## config.mk

```make
export PLATFORM = sky130hd
export DESIGN_NAME = alu_arbiter
export DESIGN_NICKNAME = d
export VERILOG_FILES = /design/src/rtl/alu_arbiter.sv
export SDC_FILE = /design/constraint.sdc
export NUM_CORES = 1
export LEC_CHECK = 0
export ABC_AREA = 1
export CAP_MARGIN = 20
export CORE_AREA = 2 2 121 171
export DETAILED_ROUTE_END_ITERATION = 12
export DIE_AREA = 0 0 123 173
export PLACE_DENSITY = 0.66
export SYNTH_ARGS = -nofsm -noshare
export SYNTH_HDL_FRONTEND = slang
export SYNTH_SLANG_ARGS = --single-unit
```

## constraint.sdc

```tcl
create_clock -name CLK -period 2.1 [get_ports CLK]
set_input_delay 0.21 -clock CLK [delete_from_list [all_inputs] [get_ports CLK]]
set_output_delay 0.21 -clock CLK [all_outputs]
set_load 0.01 [all_outputs]
```

## src/rtl/alu_arbiter.sv

```systemverilog
// alu_arbiter: shares one combinational ALU between NREQ requesters.
//
// Round-robin arbitration in IDLE, operand/opcode latching on accept, one EXEC cycle while
// the ALU evaluates the latched operands, then a registered result held in RESP until the
// granted requester raises resp_ready.
//
// Ports:
//   CLK, RST                  clock (rising edge), synchronous active-high reset
//   req_valid/req_ready       per-requester request handshake (req_ready one-hot or zero)
//   req_aluop/porta/portb     packed per-requester opcode (4b) and operands (32b)
//   resp_valid/resp_ready     per-requester response handshake (resp_valid one-hot or zero)
//   resp_out, resp_flags      registered result and {negative, overflow, zero}
//   alu_op/porta/portb        to the shared ALU, driven from the latched registers
//   alu_out/negative/...      from the shared ALU
//   perf_clr, grant_cnt       grant counters, present only with ALU_ARB_PERF_EN defined;
//                             otherwise grant_cnt reads 0 and perf_clr is ignored
module alu_arbiter #(
  parameter int unsigned  NREQ = 2,
  localparam int unsigned PTRW = (NREQ > 1) ? $clog2(NREQ) : 1
) (
  input  logic               CLK,
  input  logic               RST,
  input  logic [NREQ-1:0]    req_valid,
  input  logic [NREQ*4-1:0]  req_aluop,
  input  logic [NREQ*32-1:0] req_porta,
  input  logic [NREQ*32-1:0] req_portb,
  output logic [NREQ-1:0]    req_ready,
  output logic [NREQ-1:0]    resp_valid,
  input  logic [NREQ-1:0]    resp_ready,
  output logic [31:0]        resp_out,
  output logic [2:0]         resp_flags,
  output logic [3:0]         alu_op,
  output logic [31:0]        alu_porta,
  output logic [31:0]        alu_portb,
  input  logic [31:0]        alu_out,
  input  logic               alu_negative,
  input  logic               alu_overflow,
  input  logic               alu_zero,
  input  logic               perf_clr,
  output logic [NREQ*32-1:0] grant_cnt
);

  typedef enum logic [1:0] {StIdle, StExec, StResp} state_e;

  state_e          state_q, state_d;
  logic [PTRW-1:0] rr_ptr_q, rr_ptr_d;
  logic [PTRW-1:0] gnt_q, gnt_d;
  logic [3:0]      op_q, op_d;
  logic [31:0]     a_q, a_d, b_q, b_d;
  logic [31:0]     res_q, res_d;
  logic [2:0]      flags_q, flags_d;

  logic            win_found;
  logic [PTRW-1:0] win_idx;
  logic [3:0]      win_op;
  logic [31:0]     win_a, win_b;
  logic            resp_hit;

  // Scan rr_ptr, rr_ptr+1, ... (mod NREQ); the first valid requester wins.
  always_comb begin
    win_found = 1'b0;
    win_idx   = '0;
    win_op    = '0;
    win_a     = '0;
    win_b     = '0;
    for (int unsigned k = 0; k < NREQ; k++) begin
      for (int unsigned i = 0; i < NREQ; i++) begin
        if (!win_found && req_valid[i] && ((32'(rr_ptr_q) + k) % NREQ) == i) begin
          win_found = 1'b1;
          win_idx   = PTRW'(i);
          win_op    = req_aluop[4*i +: 4];
          win_a     = req_porta[32*i +: 32];
          win_b     = req_portb[32*i +: 32];
        end
      end
    end
  end

  // Only the granted requester's resp_ready matters.
  always_comb begin
    resp_hit = 1'b0;
    for (int unsigned i = 0; i < NREQ; i++) begin
      if (gnt_q == PTRW'(i) && resp_ready[i]) resp_hit = 1'b1;
    end
  end

  always_comb begin
    state_d  = state_q;
    rr_ptr_d = rr_ptr_q;
    gnt_d    = gnt_q;
    op_d     = op_q;
    a_d      = a_q;
    b_d      = b_q;
    res_d    = res_q;
    flags_d  = flags_q;
    unique case (state_q)
      StIdle: begin
        if (win_found) begin
          gnt_d   = win_idx;
          op_d    = win_op;
          a_d     = win_a;
          b_d     = win_b;
          state_d = StExec;
        end
      end
      StExec: begin
        res_d   = alu_out;
        flags_d = {alu_negative, alu_overflow, alu_zero};
        state_d = StResp;
      end
      StResp: begin
        if (resp_hit) begin
          rr_ptr_d = (gnt_q == PTRW'(NREQ - 1)) ? '0 : gnt_q + PTRW'(1);
          state_d  = StIdle;
        end
      end
      default: state_d = StIdle;
    endcase
  end

  // req_ready is masked during RST so nothing appears accepted in a reset cycle.
  always_comb begin
    req_ready  = '0;
    resp_valid = '0;
    for (int unsigned i = 0; i < NREQ; i++) begin
      req_ready[i]  = (state_q == StIdle) && !RST && win_found && (win_idx == PTRW'(i));
      resp_valid[i] = (state_q == StResp) && (gnt_q == PTRW'(i));
    end
  end

  always_ff @(posedge CLK) begin
    if (RST) begin
      state_q  <= StIdle;
      rr_ptr_q <= '0;
      gnt_q    <= '0;
      op_q     <= '0;
      a_q      <= '0;
      b_q      <= '0;
      res_q    <= '0;
      flags_q  <= '0;
    end else begin
      state_q  <= state_d;
      rr_ptr_q <= rr_ptr_d;
      gnt_q    <= gnt_d;
      op_q     <= op_d;
      a_q      <= a_d;
      b_q      <= b_d;
      res_q    <= res_d;
      flags_q  <= flags_d;
    end
  end

  assign alu_op     = op_q;
  assign alu_porta  = a_q;
  assign alu_portb  = b_q;
  assign resp_out   = res_q;
  assign resp_flags = flags_q;

`ifdef ALU_ARB_PERF_EN
  for (genvar i = 0; i < NREQ; i++) begin : g_cnt
    logic [31:0] cnt_q;
    // Clear has priority over a same-cycle grant; counting saturates.
    always_ff @(posedge CLK) begin
      if (RST || perf_clr) begin
        cnt_q <= '0;
      end else if (req_ready[i] && (cnt_q != 32'hFFFF_FFFF)) begin
        cnt_q <= cnt_q + 32'd1;
      end
    end
    assign grant_cnt[32*i +: 32] = cnt_q;
  end
`else
  logic unused_perf_clr;
  assign unused_perf_clr = perf_clr;
  assign grant_cnt       = '0;
`endif

endmodule

```

==> summary.txt, run 1 <==
Clock network
  • Depth of the CTS H-tree: 3
  • Root buffer cell: clkbuf_16
  • Clock sinks: roughly 110
  • CTS buffer count: 9
  • Clock-pin slew on the worst setup and hold paths: ~0.070 ns
  • Worst-Skew Late Latency: 0.36 ns
  • CTS max path bufs: 2
  • Post-CTS Setup Bufs: 0
  • CTS tree: built

Final layout
  • Nets: about 1.4k
  • Final core utilization: 0.457
  • # fillers: between 2k and 2.5k
  • Finished Layout Cells: approximately 1.5k
  • Flip-flop and latch area: about 2100 um2
  • Multi-input gate area: 2690 um2
  • Ratio of cells with drive above 1 in the final layout: 0.0284
  • Final instance area: around 9000 um2
  • Area added between synthesis and finish: 54.0%

Pwr
  • Peak supply drop: about 0.00036 V
  • P_leak: roughly 0.0044 uW
  • Pwr Density: 673 nW/um2

Synth
  • Post-synth top cells: nor2_1, nand2_1, inv_1
  • Syn. warnings: 0
  • Area of the mapped netlist: about 5800 um2
  • Post-synth EDFFs: 0
  • Cells after Synth: around 980
  • Primary FF master, synth: dfxtp_1
  • Share of the synthesized area in the top cell type: 0.367
  • Largest area contributor in the netlist: dfxtp_1
  • Avg Synthesized Cell Area: 5.98 um2
  • Area contributors post-synth: dfxtp_1, nor2_1, nand2_1
  • Post-synth cell types: 17
  • Flops & latches, synth: 107
  • FFs w/ async S/R, synth: 0
  • Share of the yosys chip area belonging to registers: 0.367
  • Most common cell in the netlist: nor2_1

Floorplanning
  • Ports: between 300 and 400
  • Die Height: about 170 um
  • Initial Utilization: 0.297
  • Die boundary width: around 120 um
  • Num rows: between 60 and 70
  • Core Area: approximately 20000 um2
  • DIE AREA: between 20000 and 25000 um2

Critical path
  • CP Max Fanout: 3
  • CP peak stage delay: between 0.5 and 0.6 ns
  • Most used cell, CP: inv_1
  • Element type at the critical path start: register
  • Crit path arrival time: ~1.7 ns
  • CP Data Required Time: ~1.9 ns
  • Critical Path Sink Type: primary output
  • Cell Chain, Critical Path: inv_1 > nor2_2 > inv_1 > nor2_1 > clkdlybuf4s50_1
  • Worst path slowest cell: clkdlybuf4s50_1
  • CP Class: register to primary output

Global route
  • Total Routing Usage GR: 0.178
  • Largest net degree at the start of global routing: between 100 and 150
  • Gr ovfl total: 0
  • Initial antenna violation count: 1
  • First-pass GRT wire length: 29800 um
  • Vias in the first global route: slightly below 6k

Flow run
  • Max-Cap Viols: 0

Detailed routing
  • Routed len/inst: 12.6 um
  • Total vias in the final route: around 6.2k
  • Post-DRT Antenna Nets: 0
  • Vias per cell: ~4.2
  • DRC: 0
  • Routed wire length: between 15000 and 20000 um
  • DR pass1 iterations: 4
  • Drt initial violations: about 260

Timing
  • Fmax: about 530 MHz
  • Setup TNS: 0 ns
  • Max-slew violation count: 0
  • Clock Skew: ~0.018 ns
  • Min setup slack post-route: 0.216 ns
  • Worst-margin pin slew: between 0.8 and 0.9 ns
  • Slew headroom: 0.466
  • Final critical path time including I/O delays and setup: about 1.9 ns
  • Final period utilization: 0.897
  • Hold Vio Cnt, Final: 0
  • Endpoints failing setup: 0
  • Unrepaired setup endpoints after global routing: false

Placement
  • Placed insts: between 1k and 1.5k
  • Dpl hpwl: between 10000 and 15000 um
  • Pre-CTS setup slack: approximately 0.078 ns
  • Count of buffers from port buffering: 283
  • GP Congestion: approximately 0.77
  • DP Area: about 8700 um2

Run status
  • Outcome: finished, final reports clean

Min path
  • Worst Hold Class: input pin to register
final timing paths:
path	startpoint	end	slack [ns]	cells past startpoint
worst min-delay path	req_valid[0]	state_q[0]	0.41	5
worst max-delay path	state_q[1]	resp_valid[0]	0.22	5
worst max register to register	state_q[0]	alu_porta[25]	0.71	7
worst min register to register	alu_portb[26]	alu_portb[26]	0.52	4
area by class of cell:
class	count	share of cell area
Tap cell	252	0.0350
Timing Repair Buffer	294	0.332
Inverter	146	0.0610
Sequential cell	107	0.238
Antenna cell	1	0.000278
Multi-Input combinational cell	670	0.299
Clock buffer	9	0.0250
Clock inverter	7	0.00987
state kept, by name, summed over array words and instances, names as in the netlist:
name	count
gnt_q	1
resp_out	32
state_q	2
alu_op	4
alu_portb	32
alu_porta	32
resp_flags	3
rr_ptr_q	1
placed cells by master, fill, tap and decap left out:
master | Yosys | layout
a21oi_1 | 3 | 3
buf_12 | 0 | 6
buf_2 | 24 | 1
buf_4 | 66 | 5
clkbuf_16 | 0 | 9
clkdlybuf4s50_1 | 0 | 279
clkinv_1 | 2 | 1
clkinv_2 | 0 | 1
clkinv_4 | 0 | 1
clkinv_8 | 0 | 3
conb_1 | 1 | 64
dfxtp_1 | 107 | 107
diode_2 | 0 | 1
dlygate4sd2_1 | 0 | 1
dlymetal6s2s_1 | 0 | 2
inv_1 | 144 | 144
inv_6 | 0 | 1
inv_8 | 0 | 2
nand2_1 | 211 | 209
nand2_2 | 0 | 2
nand3_1 | 69 | 69
nor2_1 | 283 | 282
nor2_2 | 1 | 1
nor2_4 | 1 | 2
o21ai_0 | 37 | 37
o21ai_4 | 0 | 1
per-stage QoR:
stage,hold slack (ns),power (uW)
finish,0.411,6050
global placement,0.490,4340
floorplan,0.279,3420
detailed placement,0.497,4350
CTS,0.395,6190
global route,0.421,6480
routing by layer:
layer  GRT usage  wire length [um]
met1       0.192              7240
met2       0.324              9580
met3      0.0445              1410
met4      0.0696               549
met5           0                 0
logic make-up (layout without fill, tap and decap cells):
family                 Yosys count  in the layout  share of synthesized area
and+or+nand+nor                565            565                      0.379
other                            1             65                   0.000642
DFF                            107            107                      0.367
buffers and inverters          263            456                      0.218
AOI/OAI and AO/OA               41             41                     0.0358
worst max-delay path: cells and delay by family, from the launching register on:
family / cells / cell delay [ns]
buf+inv: 3 / 0.71
simple gates: 2 / 0.21
flops: 1 / 0.40
repair_timing:
action / in CTS / in global routing
cloned: 0 / 0
pin swaps: 0 / 0
gates resized for setup: 1 / 3
hold buffers: 0 / 0
setup endpoints to repair: 1 / 2
where the power goes:
part | switching, uW | total (uW) | internal [uW] | leakage (uW)
registers | 114 | 2380 | 2260 | 0.000885
logic | 939 | 1910 | 970 | 0.00341
clock network | 908 | 1770 | 861 | 0.000152
total | 1960 | 6050 | 4090 | 0.00445
Note: power is estimated with default switching activity, not from simulation.
==> inputs of run 2 (changes only) <==
--- a/config.mk
+++ b/config.mk
@@ -8,8 +8,10 @@
 export ABC_AREA = 1
 export CAP_MARGIN = 20
 export CORE_AREA = 2 2 121 171
+export CTS_CLUSTER_SIZE = 40
 export DETAILED_ROUTE_END_ITERATION = 12
 export DIE_AREA = 0 0 123 173
+export HOLD_SLACK_MARGIN = 0.15
 export PLACE_DENSITY = 0.66
 export SYNTH_ARGS = -nofsm -noshare
 export SYNTH_HDL_FRONTEND = slang
==> constraint.sdc (replaced) <==
create_clock -name CLK -period 2.16 [get_ports CLK]
set_input_delay 0.216 -clock CLK [delete_from_list [all_inputs] [get_ports CLK]]
set_output_delay 0.216 -clock CLK [all_outputs]
set_load 0.01 [all_outputs]
==> run 2 against run 1 <==
Compared with the run above:
- cell count about the same
- global-route usage decreased by 0.15 points
- cell area decreased by 0.32%
- clock skew decreased by 0.0058 ns
- register-to-register slack improved by 0.08 ns
- critical endpoint is now resp_valid[1]
- sequential share of layout area increased by 0.076 points
- largest power group unchanged
- die area unchanged
- non-clock buffer count unchanged
==> summary.txt, run 2 (synthesized netlist as in run 1, its figures left out) <==
Run status
  • Outcome: finished, final reports clean

Global route
  • Vias in the first global route: 5664 (-2.7%)
  • First-pass GRT wire length: 29500 um (-0.83%)
  • Initial antenna violation count: 0 (-1)
  • Total Routing Usage GR: 0.176 (-0.00153)
  • Largest net degree at the start of global routing: 106 (unchanged)
  • Gr ovfl total: 0 (unchanged)

Critical path
  • Element type at the critical path start: register
  • CP Max Fanout: 3 (unchanged)
  • Critical Path Sink Type: primary output
  • CP Data Required Time: 1.94 ns (+0.05 ns)
  • Worst reg2reg path depth: 7 (unchanged)
  • CP Class: register to primary output
  • Crit path arrival time: 1.75 ns (+0.08 ns)

Floorplanning
  • Core Area: 19700 um2 (unchanged)
  • Die Height: 173 um (unchanged)
  • Ports: 349 (unchanged)
  • Num rows: 61 (unchanged)
  • Initial Utilization: 0.297 (unchanged)
  • Die boundary width: 123 um (unchanged)
  • DIE AREA: 21300 um2 (unchanged)

Timing
  • Clock Skew: 0.0120 ns (-0.00584 ns)
  • Worst-margin pin slew: 0.575 ns (-0.227 ns)
  • Endpoints failing setup: 0 (unchanged)
  • Max-slew violation count: 0 (unchanged)
  • Slew headroom: 0.617 (+0.151)
  • Final period utilization: 0.909
  • Final critical path time including I/O delays and setup: slightly below 2 ns
  • Unrepaired setup endpoints after global routing: false
  • Fmax: between 500 and 600 MHz
  • Hold Vio Cnt, Final: 0 (unchanged)
  • Setup TNS: 0 ns (unchanged)

Clock network
  • CTS buffer count: 9 (unchanged)
  • Post-CTS Setup Bufs: 0 (unchanged)
  • Root buffer cell: clkbuf_16
  • Clock sinks: 107 (unchanged)
  • Hold-fix buffers, CTS: 0 (unchanged)
  • CTS max path bufs: 2 (unchanged)
  • Clock-pin slew on the worst setup and hold paths: 0.08 ns (about the same)
  • Worst-Skew Late Latency: 0.35 ns (about the same)
  • CTS tree: built
  • Depth of the CTS H-tree: 3 (unchanged)

Pwr
  • Peak supply drop: 0.000335 V (-6.7%)
  • Pwr Density: 650 nW/um2 (-3.4%)
  • P_leak: 0.00442 uW (-0.54%)

Flow run
  • Max-Cap Viols: 0 (unchanged)

Final layout
  • Nets: 1406 (unchanged)
  • Commonest non-fill, non-tap cell in the layout: nor2_1
  • Finished Layout Cells: 1485 (-0.067%)
  • Commonest cells after routing, fill and taps aside: nor2_1, clkdlybuf4s50_1, nand2_1
  • Ratio of cells with drive above 1 in the final layout: 0.0284 (unchanged)
  • Diodes inserted: 0 (-1)
  • Area added between synthesis and finish: 53.5%

Detailed routing
  • DR WL met2: 9560 um (-0.23%)
  • Vias per cell: 4.16 (-0.40%)
  • WL met3: 1290 um (-8.6%)
  • DR pass1 iterations: 5 (+1)
  • Drt initial violations: 232 (-11%)
  • Routed len/inst: 12.7 um (+0.57%)
  • Total vias in the final route: 6176 (-0.47%)
  • DRC: 0 (unchanged)
  • Top layer in use: met4
  • Routed wire length: 18900 um (+0.51%)
  • Wl on met1: 7490 um (+3.4%)
  • Post-DRT Antenna Nets: 0 (unchanged)

Placement
  • Dpl hpwl: 13200 um (+0.58%)
  • Placed insts: 1469 (unchanged)
  • GP Congestion: 0.765 (-0.73%)
  • Count of buffers from port buffering: 283 (unchanged)

Min path
  • Worst Hold Class: input pin to register
  • Hold path depth: 3 (-2)
-- run 2: changes by cell type in the layout (fill, tap and decap cells not counted) --
| cell | previous run | this run |
|---|---|---|
| dlymetal6s2s_1 | 2 | 1 |
| inv_6 | 1 | 2 |
| inv_8 | 2 | 3 |
| clkdlybuf4s50_1 | 279 | 280 |
| diode_2 | 1 | 0 |
| clkinv_8 | 3 | 0 |
| clkinv_2 | 1 | 2 |
-- run 2: cell type report --
cell class,count,area (um2)
clock inverter,7,65.1
fill,2076,10700
inverter,146,549
tap,252,315
timing repair buffer,294,2990
multi-input combinational,670,2690
sequential,107,2140
clock buffer,9,225
-- run 2: layer usage --
metal,track usage,up-vias
met4,0.0677,0
li1,-,3228
met1,0.201,2691
met2,0.313,228
met3,0.0392,29
met5,0,-
-- run 2: through the flow --
stage / utilization / setup WS [ns] / hold WS, ns / instance area, um2 / power, uW
floorplan: - / 0.862 / 0.285 / 6080 / 3320
global placement: 0.441 / 0.115 / 0.490 / 8680 / 4210
detailed placement: 0.441 / 0.110 / 0.499 / 8680 / 4240
CTS: 0.455 / 0.0638 / 0.418 / 8960 / 5950
global route: 0.456 / 0.0488 / 0.434 / 8970 / 6230
finish: 0.456 / 0.196 / 0.445 / 8970 / 5830
-- run 2: path summary, 6_finish.rpt --
check / from / endpoint / slack (ns)
min reg2reg: alu_porta[12] / alu_porta[12] / 0.52
min: alu_out[30] / resp_out[30] / 0.45
max reg2reg: state_q[0] / alu_porta[25] / 0.79
max: state_q[1] / resp_valid[1] / 0.20
-- run 2: worst max-delay path: stages (launching register included) --
cell and delay, ns:
dfxtp_1 0.40, inv_1 0.09, nor2_2 0.14, inv_1 0.08, nor2_1 0.13, clkdlybuf4s50_1 0.56
-- run 2: timing repair --
action / in CTS / in global routing
endpoints found under the setup margin: 1 / 2
gates resized for setup: 1 / 2
hold endpoints to repair: 0 / 0
-- run 2: power by group --
| group | switching, uW | internal (uW) | leakage, uW |
|---|---|---|---|
| sequential | 109 | 2200 | 0.000885 |
| clock | 839 | 818 | 0.000146 |
| combinational | 922 | 944 | 0.00339 |
| total | 1870 | 3960 | 0.00442 |
